### src/rtl/onehot_bus_reader_pkg.sv
// Shared types and default sizing for the one-hot AND-OR bus read master.
// No logic of its own; latency not applicable.
// No backpressure; constants and the FSM state encoding only.
package onehot_bus_reader_pkg;

    localparam int DEF_WIDTH  = 8;
    localparam int DEF_ADDR_W = 4;
    localparam int DEF_DEPTH  = 16;
    localparam int DEF_SETTLE = 1;

    // Encodings are fixed so waveforms and debug probes read the same across builds
    typedef enum logic [1:0] {
        ST_IDLE  = 2'd0,
        ST_DRIVE = 2'd1,
        ST_HOLD  = 2'd2
    } state_t;

endpackage

### src/rtl/onehot_bus_reader_addr_onehot_dec.sv
// Address to one-hot word-select decoder with an out-of-range flag.
// Purely combinational, zero latency.
// No backpressure; the caller registers the result.
module addr_onehot_dec #(
    parameter int ADDR_W = 4,
    parameter int DEPTH  = 16
) (
    input  logic [ADDR_W-1:0] addr_i,
    output logic [DEPTH-1:0]  onehot_o,
    output logic              oor_o
);

    // One select per gated word; addresses past the last word match nothing
    always_comb begin
        onehot_o = '0;
        for (int i = 0; i < DEPTH; i++) begin
            onehot_o[i] = (addr_i == ADDR_W'(i));
        end
    end

    // No select line matched means the address has no backing word
    assign oor_o = ~|onehot_o;

endmodule

### src/rtl/onehot_bus_reader.sv
// Read master for the gated AND-OR word bus: one-hot select, settle, capture, respond.
// Latency: request handshake edge N -> sel high N+1..N+SETTLE -> rsp_valid from N+SETTLE+1.
// Backpressure: a response beat holds while rsp_ready is low; sel stays released meanwhile.
module onehot_bus_reader
    import onehot_bus_reader_pkg::*;
#(
    parameter int WIDTH  = DEF_WIDTH,
    parameter int ADDR_W = DEF_ADDR_W,
    parameter int DEPTH  = DEF_DEPTH,
    parameter int SETTLE = DEF_SETTLE
) (
    input  logic              clk,
    input  logic              rst_n,
    input  logic              req_valid,
    output logic              req_ready,
    input  logic [ADDR_W-1:0] req_addr,
    input  logic [ADDR_W-1:0] req_len,
    output logic [DEPTH-1:0]  sel,
    input  logic [WIDTH-1:0]  bus_d,
    output logic              rsp_valid,
    input  logic              rsp_ready,
    output logic [WIDTH-1:0]  rsp_data,
    output logic              rsp_last,
    output logic              rsp_err
);

    // Settle counter terminal value; the counter runs 0..SETTLE-1 while sel is driven
    localparam logic [3:0] SETTLE_LAST = 4'(SETTLE - 1);

    state_t              state_q;
    logic [ADDR_W-1:0]   addr_q;
    logic [ADDR_W-1:0]   beats_q;
    logic [3:0]          cnt_q;
    logic [DEPTH-1:0]    sel_q;
    logic                oor_q;
    logic                req_ready_q;
    logic                rsp_valid_q;
    logic [WIDTH-1:0]    rsp_data_q;
    logic                rsp_last_q;
    logic                rsp_err_q;

    logic [ADDR_W-1:0]   dec_addr;
    logic [DEPTH-1:0]    sel_d;
    logic                oor_d;

    // In IDLE the decoder looks at the incoming request; in HOLD it looks ahead to the next
    // beat (wrapping at 2**ADDR_W) so sel can be loaded on the response handshake edge
    assign dec_addr = (state_q == ST_IDLE) ? req_addr : ADDR_W'(addr_q + ADDR_W'(1));

    addr_onehot_dec #(
        .ADDR_W (ADDR_W),
        .DEPTH  (DEPTH)
    ) u_dec (
        .addr_i   (dec_addr),
        .onehot_o (sel_d),
        .oor_o    (oor_d)
    );

    // Read sequencer: IDLE -> DRIVE -> HOLD -> (DRIVE | IDLE), all outputs registered
    always_ff @(posedge clk or negedge rst_n) begin
        if (!rst_n) begin
            state_q     <= ST_IDLE;
            addr_q      <= '0;
            beats_q     <= '0;
            cnt_q       <= '0;
            sel_q       <= '0;
            oor_q       <= 1'b0;
            req_ready_q <= 1'b0;
            rsp_valid_q <= 1'b0;
            rsp_data_q  <= '0;
            rsp_last_q  <= 1'b0;
            rsp_err_q   <= 1'b0;
        end else begin
            case (state_q)
                ST_IDLE: begin
                    req_ready_q <= 1'b1;
                    if (req_valid && req_ready_q) begin
                        addr_q      <= req_addr;
                        beats_q     <= req_len;
                        cnt_q       <= '0;
                        sel_q       <= sel_d;
                        oor_q       <= oor_d;
                        req_ready_q <= 1'b0;
                        state_q     <= ST_DRIVE;
                    end
                end
                ST_DRIVE: begin
                    if (cnt_q == SETTLE_LAST) begin
                        // bus_d is only looked at on this edge; out-of-range beats return zero
                        rsp_data_q  <= oor_q ? '0 : bus_d;
                        rsp_err_q   <= oor_q;
                        rsp_last_q  <= (beats_q == '0);
                        rsp_valid_q <= 1'b1;
                        sel_q       <= '0;
                        state_q     <= ST_HOLD;
                    end else begin
                        cnt_q <= cnt_q + 4'd1;
                    end
                end
                ST_HOLD: begin
                    if (rsp_ready) begin
                        rsp_valid_q <= 1'b0;
                        if (rsp_last_q) begin
                            req_ready_q <= 1'b1;
                            state_q     <= ST_IDLE;
                        end else begin
                            addr_q  <= dec_addr;
                            beats_q <= beats_q - ADDR_W'(1);
                            cnt_q   <= '0;
                            sel_q   <= sel_d;
                            oor_q   <= oor_d;
                            state_q <= ST_DRIVE;
                        end
                    end
                end
                default: begin
                    state_q <= ST_IDLE;
                end
            endcase
        end
    end

    assign req_ready = req_ready_q;
    assign sel       = sel_q;
    assign rsp_valid = rsp_valid_q;
    assign rsp_data  = rsp_data_q;
    assign rsp_last  = rsp_last_q;
    assign rsp_err   = rsp_err_q;

endmodule
### config.mk
export PLATFORM = sky130hd
export DESIGN_NAME = onehot_bus_reader
export DESIGN_NICKNAME = d
export VERILOG_FILES = /design/src/rtl/onehot_bus_reader_pkg.sv /design/src/rtl/onehot_bus_reader_addr_onehot_dec.sv /design/src/rtl/onehot_bus_reader.sv
export SDC_FILE = /design/constraint.sdc
export NUM_CORES = 1
export LEC_CHECK = 0
export CAP_MARGIN = 20
export CORE_MARGIN = 2
export CORE_UTILIZATION = 50
export CTS_CLUSTER_SIZE = 24
export DETAILED_ROUTE_END_ITERATION = 8
export PLACE_DENSITY = 0.85
export SKIP_LAST_GASP = 1
export SYNTH_ARGS = -nofsm -noshare
export SYNTH_HDL_FRONTEND = slang
export SYNTH_SLANG_ARGS = --single-unit
### constraint.sdc
create_clock -name clk -period 2.2 [get_ports clk]
set_clock_uncertainty 0.2 [all_clocks]
set_input_delay 0.44 -clock clk [delete_from_list [all_inputs] [get_ports clk]]
set_output_delay 0.44 -clock clk [all_outputs]
set_load 0.03 [all_outputs]
# After elaboration in Yosys (flattened, before gate mapping)
# Index checks and enable logic that the tools add are counted.
[word_totals]
elab_cells = 90
out_inout_bits = 28
ff_bits = 43
in_bits = 20
[classes]
muxes = 36
n_addsub = 3
reduce_logical = 17
n_eq_ne = 23
[ops]
columns = ["operator", "n"]
rows = [
  ["16-bit 2-to-1 mux", 4],
  ["16-bit one-hot mux with 3 select lines", 1],
  ["4-bit 2-to-1 mux", 11],
  ["4-bit == test, second input constant", 8],
  ["4-bit by 3-bit == test with 1-bit output, second input constant", 4],
  ["4-bit one-hot mux with 2 select lines", 2],
  ["16-bit OR reduction", 1],
  ["4-bit logical NOT", 3],
  ["4-bit one-hot mux with 3 select lines", 1],
  ["2-bit != test, second input constant", 5],
  ["5-bit AND reduction", 2],
  ["1-bit 2-to-1 mux", 9],
  ["3-bit AND reduction", 3],
  ["4-bit by 1-bit adder with 4-bit output, second input constant", 2],
  ["4-bit by 2-bit == test with 1-bit output, second input constant", 2],
  ["8-bit 2-to-1 mux", 1],
  ["2-bit 2-to-1 mux", 3],
  ["1-bit one-hot mux with 2 select lines", 3],
  ["2-bit one-hot mux with 3 select lines", 1],
  ["4-bit by 1-bit == test with 1-bit output, second input constant", 1],
  ["4-bit AND reduction", 1],
  ["2-bit nonzero test", 2],
  ["4-bit by 1-bit subtractor with 4-bit output, second input constant", 1],
  ["3-bit nonzero test", 1],
  ["other kinds (7)", 7],
]

# Logic depth before layout (Yosys ltp)
[logic_depth]
word_depth = 8
mapped_depth = 7
mapped_depth_nobuf = 6

# By module
# From an unflattened synthesis, not the netlist that was laid out.
[hier_totals]
hier_cells = 239
area_unflattened_um2 = 2424.8
[modules_own_cells]
columns = ["module", "seq_area_each_um2", "area_per_inst_um2", "cells_per_inst", "n_inst"]
rows = [
  ["onehot_bus_reader", 1076.0, 2182.1, 217, 1],
  ["addr_onehot_dec", 0.0, 242.7, 22, 1],
]

# Worst setup path after synthesis
# No wires, ideal clock.
[synth_path]
kind = "reg-to-reg"
startpoint = "register addr_q[0]"
endpoint = "register sel_q[13] (netlist: sel[13])"
path_slack_ns = 0.437
period_less_slack_ns = 1.763
required_time_ns = 1.905
t_arrival_ns = 1.467
setup_ns = 0.095
path_buffers = 0
path_stages_with_launch = 6
path_cell_list = "dfrtp_1 -> ha_1 -> xnor2_1 -> and2_0 -> a211o_1 -> o31ai_1"
[synth_between]
elab_chain_len = 6
word_cells_on_any_way = 7
classes_between = "add/sub (1); eq/ne (1); mux (5)"
[synth_rtl]
columns = ["element", "line", "rtl"]
rows = [
  ["start: declaration", "onehot_bus_reader.sv:31", "logic [ADDR_W-1:0] addr_q;"],
  ["start signal: assignment", "onehot_bus_reader.sv:78", "addr_q <= req_addr;"],
  ["start signal: assignment", "onehot_bus_reader.sv:107", "addr_q <= dec_addr;"],
  ["4-bit by 1-bit adder with 4-bit output *", "onehot_bus_reader.sv:48", "assign dec_addr = (state_q == ST_IDLE) ? req_addr : ADDR_W'(addr_q + ADDR_W'(1));"],
  ["4-bit 2-to-1 mux *", "onehot_bus_reader.sv:48", ""],
  ["4-bit == test *", "onehot_bus_reader_addr_onehot_dec.sv:17", "onehot_o[i] = (addr_i == ADDR_W'(i));"],
  ["16-bit 2-to-1 mux", "onehot_bus_reader.sv:103", "if (rsp_last_q) begin"],
  ["16-bit 2-to-1 mux", "onehot_bus_reader.sv:101", "if (rsp_ready) begin"],
  ["16-bit one-hot mux with 3 select lines *", "onehot_bus_reader.sv:74", "case (state_q)"],
  ["end signal: assignment", "onehot_bus_reader.sv:81", "sel_q <= sel_d;"],
  ["end signal: assignment", "onehot_bus_reader.sv:110", "sel_q <= sel_d;"],
  ["end: declaration", "onehot_bus_reader.sv:34", "logic [DEPTH-1:0] sel_q;"],
]
# Every way passes the cells marked *; elsewhere a longest branch is shown, timed or not. The select of a mux whose other input is x is not followed.
# A chain may end at the register's enable or synchronous reset.

# Worst setup path in the final report
[layout_path]
startpoint = "register rsp_last_q (netlist: rsp_last)"
endpoint = "output port rsp_last"
[layout_lines]
columns = ["element", "line", "rtl"]
rows = [
  ["start: declaration", "onehot_bus_reader.sv:39", "logic rsp_last_q;"],
  ["start signal: assignment", "onehot_bus_reader.sv:92", "rsp_last_q <= (beats_q == '0);"],
  ["end: declaration", "onehot_bus_reader.sv:23", "output logic rsp_last,"],
]
# No word-level cell between the ends.

==> summary.txt <==
Status
  • Outcome: complete, no violations

Setup path
  • Worst r2r path cells: 4
  • Max FO, Critical Path: 5
  • Crit-path max cell delay: 0.71 ns
  • Crit path max-delay cell type: sky130_fd_sc_hd__clkdlybuf4s50_1
  • Startpoint of the worst-slack reg-to-reg timing path: state_q[0]
  • Critical path class: flop to output port
  • Kind of cell adding the most delay to the critical path: buffers and inverters
  • Worst Path Arrival: 1.46 ns
  • Element type at the critical path start: flop
  • Buffers and inverters on the worst path: 1
  • Sort of element at the end of the critical path: output port
  • Cell Chain, Critical Path: clkdlybuf4s50_1
  • R2R Path End: sel[13]
  • Required arrival time at the worst endpoint: 1.56 ns
  • Crit path from: rsp_last
  • Register-to-register setup slack: 0.20 ns

Power and ir drop
  • Total power of the final layout: 4.353 mW
  • Power density normalized to cell area: 1566 nW/µm²
  • Leakage: 1.189 nW
  • Worst VDD drop: 0.5749 mV

Yosys
  • Leading register cell type out of synthesis: sky130_fd_sc_hd__dfrtp_1
  • Post-synth top area share: 51.19%
  • FF+latch count, synth: 43
  • Proportion of synthesized flip-flops having asynchronous set or reset: 100.0%
  • Synthesized instance count: 223
  • Post-synth EDFFs: 0
  • Number of nets in the synthesized netlist: 247
  • Netlist area before placement: 2102 µm²
  • Cell types occupying the most area after synthesis: sky130_fd_sc_hd__dfrtp_1, sky130_fd_sc_hd__nand2_1, sky130_fd_sc_hd__o21ai_0, sky130_fd_sc_hd__a21oi_1, sky130_fd_sc_hd__nand2b_1
  • Cell taking the most area after synthesis: sky130_fd_sc_hd__dfrtp_1
  • Mean instance size in the synthesized netlist: 9.426 µm²
  • Post-synthesis sequential area ratio: 51.19%
  • Number of unique standard cell types used by synthesis: 44
  • Total of warnings raised by yosys: 0

Timing
  • Part of the cycle the worst path needs: 95.34%
  • Max_slew headroom: 65.26%
  • Hold slack final: 0.0006309 ns
  • Setup repair after global routing missed its margin: false
  • Slew @ Worst Pin: 0.5211 ns
  • Final critical path time including I/O delays and setup: 2.098 ns
  • Final worst-path setup slack: 0.1024 ns
  • Endpoints failing setup: 0
  • Max Clock Freq: 476.7 MHz
  • Final number of max-transition violations: 0
  • Final hold vios: 0

Global routing
  • Gr ovfl total: 0
  • Pin count of the biggest net entering global routing: 44
  • Initial antenna violation count: 0
  • Number of global-route vias before repair: 1631
  • Global-route usage over all layers: 21.69%
  • Global-route wire length before repair: 7500 µm

Clock network
  • Hold-fix buffers, CTS: 0
  • Clk sink count: 43
  • Total setup buffers inserted after CTS: 0
  • Maximum buffer depth of the clock tree: 2
  • H-tree depth reported by CTS: 2
  • Clock-pin transition on the worst setup and hold timing paths: 0.08 ns
  • TritonCTS clock tree: yes
  • Worst skew pair latency: 0.30 ns
  • Library cell used as clock root buffer: sky130_fd_sc_hd__clkbuf_8
  • # resized after CTS: 0
  • Number of buffers created by CTS: 5

Routing
  • Pre-antenna DRT Iters: 4
  • Detailed-route via count: 1817
  • Per-cell via count in the routed design: 5.489
  • Residual antenna-violating net count after detailed routing: 0
  • Iter 0 DRT Violations: 69
  • Final routed DRC violation total: 0
  • Mean routed wirelength per cell: 14.06 µm
  • Final wirelength: 4653 µm

Floorplan
  • Number of rows created at floorplan: 23
  • Overall die area: 4739 µm²
  • Initial cell density of the core: 52.17%
  • Chip Width: 68.84 µm
  • Ports: 48
  • Standard cell core area: 4029 µm²
  • Die span in y: 68.84 µm

Run
  • Count of max-cap constraint violations: 0

Placed design
  • Final HPWL DP: 3491 µm
  • Total of buffers placed on input and output ports: 47
  • DP Cell Count: 324
  • Placer's final routability congestion estimate: 0.8513
  • Pre-CTS setup slack: -0.01650 ns
  • Cell Area, Placed: 2691 µm²

Min path
  • Hold/Removal Path Class: input port to async pin

Finish
  • P&R area growth vs syn: 32.20%
  • Total number of nets in the final design: 305
  • Number of standard cells in the final layout excluding fillers: 331
  • Post-route cell area: 2779 µm²
  • Ant diodes: 0
  • Share of final-layout standard cells stronger than drive strength 1: 10.32%
[worst reg2reg max path: cells and delay by family (launching register included)]
kind | cells | cell delay, ns
AND/OR/NAND/NOR | 2 | 0.62
AO/OA/AOI/OAI | 2 | 0.57
flip-flops | 1 | 0.52
[state kept, by name (all words and copies together), names as in the netlist]
| signal | flops |
|---|---|
| addr_q | 4 |
| beats_q | 4 |
| cnt_q | 4 |
| oor_q | 1 |
| req_ready | 1 |
| rsp_data | 8 |
| rsp_err | 1 |
| rsp_last | 1 |
| rsp_valid | 1 |
| sel | 16 |
| state_q | 2 |
[power breakdown]
group | switching, mW | internal, mW
clock | 0.255 | 0.246
sequential | 0.312 | 1.14
combinational | 1.39 | 1.00
[stage by stage]
stage | util [%] | TNS, ns
global placement | 66.80 | 0
global route | 68.98 | 0
finish | 68.98 | 0
detailed placement | 66.80 | -0.03394
CTS | 68.98 | 0
floorplan | - | 0
[Yosys cell counts (2+ instances only)]
master,n
sky130_fd_sc_hd__o211ai_1,2
sky130_fd_sc_hd__a211o_1,2
sky130_fd_sc_hd__buf_2,3
sky130_fd_sc_hd__nand2_1,42
sky130_fd_sc_hd__nor2_1,6
sky130_fd_sc_hd__a21oi_1,14
sky130_fd_sc_hd__nand2b_1,11
sky130_fd_sc_hd__o21ai_0,31
sky130_fd_sc_hd__nand3_1,6
sky130_fd_sc_hd__o31ai_1,3
sky130_fd_sc_hd__and2_1,2
sky130_fd_sc_hd__mux2i_1,2
sky130_fd_sc_hd__xor2_1,2
sky130_fd_sc_hd__ha_1,4
sky130_fd_sc_hd__inv_1,8
sky130_fd_sc_hd__nor2b_1,2
sky130_fd_sc_hd__a31oi_1,2
sky130_fd_sc_hd__o41ai_1,2
sky130_fd_sc_hd__clkbuf_1,4
sky130_fd_sc_hd__nor3_1,2
sky130_fd_sc_hd__dfrtp_1,43
sky130_fd_sc_hd__nor3b_2,2
sky130_fd_sc_hd__nand3b_1,3
sky130_fd_sc_hd__o21ai_1,5
[kinds of logic after synthesis]
kind of cell               share of synthesized area, %
DFF                                               51.19
and+or+nand+nor                                   20.06
buffers and inverters                             3.750
muxes                                             1.488
xor gates and xnor gates                          1.250
AOI/OAI and AO/OA                                 19.88
adders and majority gates                         2.381
[layout make-up]
| cell class | instances | area, µm² |
|---|---|---|
| Tap cell | 50 | 62.56 |
| Timing Repair Buffer | 60 | 575.6 |
| Fill cell | 319 | 1250 |
| Multi-Input combinational cell | 163 | 947.2 |
| Clock inverter | 1 | 5.005 |
| Inverter | 8 | 30.03 |
| Sequential cell | 43 | 1076 |
| Clock buffer | 6 | 82.58 |
[metal layers]
metal | share of wire (%) | wire length, µm | global-route usage [%]
met4 | 2.4 | 113 | 11.52
met2 | 50 | 2310 | 34.86
met5 | 0 | 0 | 0
met1 | 45 | 2071 | 28.25
met3 | 3.4 | 158 | 3.409
[placed cells by master, fill, tap and decap left out, types with 2 or more instances in the layout]
cell type / n
sky130_fd_sc_hd__xor2_1: 2
sky130_fd_sc_hd__ha_1: 4
sky130_fd_sc_hd__o21ai_1: 5
sky130_fd_sc_hd__clkbuf_8: 6
sky130_fd_sc_hd__mux2i_1: 2
sky130_fd_sc_hd__inv_1: 8
sky130_fd_sc_hd__o21ai_0: 31
sky130_fd_sc_hd__nand3b_1: 3
sky130_fd_sc_hd__nand2_1: 42
sky130_fd_sc_hd__o211ai_1: 2
sky130_fd_sc_hd__clkdlybuf4s50_1: 46
sky130_fd_sc_hd__nor2b_1: 2
sky130_fd_sc_hd__o41ai_1: 2
sky130_fd_sc_hd__nor3b_2: 2
sky130_fd_sc_hd__dfrtp_1: 43
sky130_fd_sc_hd__nand2b_1: 11
sky130_fd_sc_hd__nor2_1: 6
sky130_fd_sc_hd__buf_4: 12
sky130_fd_sc_hd__o31ai_1: 3
sky130_fd_sc_hd__a21oi_1: 14
sky130_fd_sc_hd__and2_1: 2
sky130_fd_sc_hd__a31oi_1: 2
sky130_fd_sc_hd__a211o_1: 2
sky130_fd_sc_hd__nor3_1: 2
sky130_fd_sc_hd__nand3_1: 6
[worst max-delay path by stage]
stage	endpoint	slack (ns)	cells after the start
final	rsp_last	0.10	1
after global routing	rsp_last	0.04	1
after CTS	rsp_last	0.1	1
after detailed placement	sel[3]	-0.02	5
after global placement	sel[7]	0.01	5
after floorplan	sel[13]	0.44	5
Note: power is estimated with default switching activity, not from simulation.
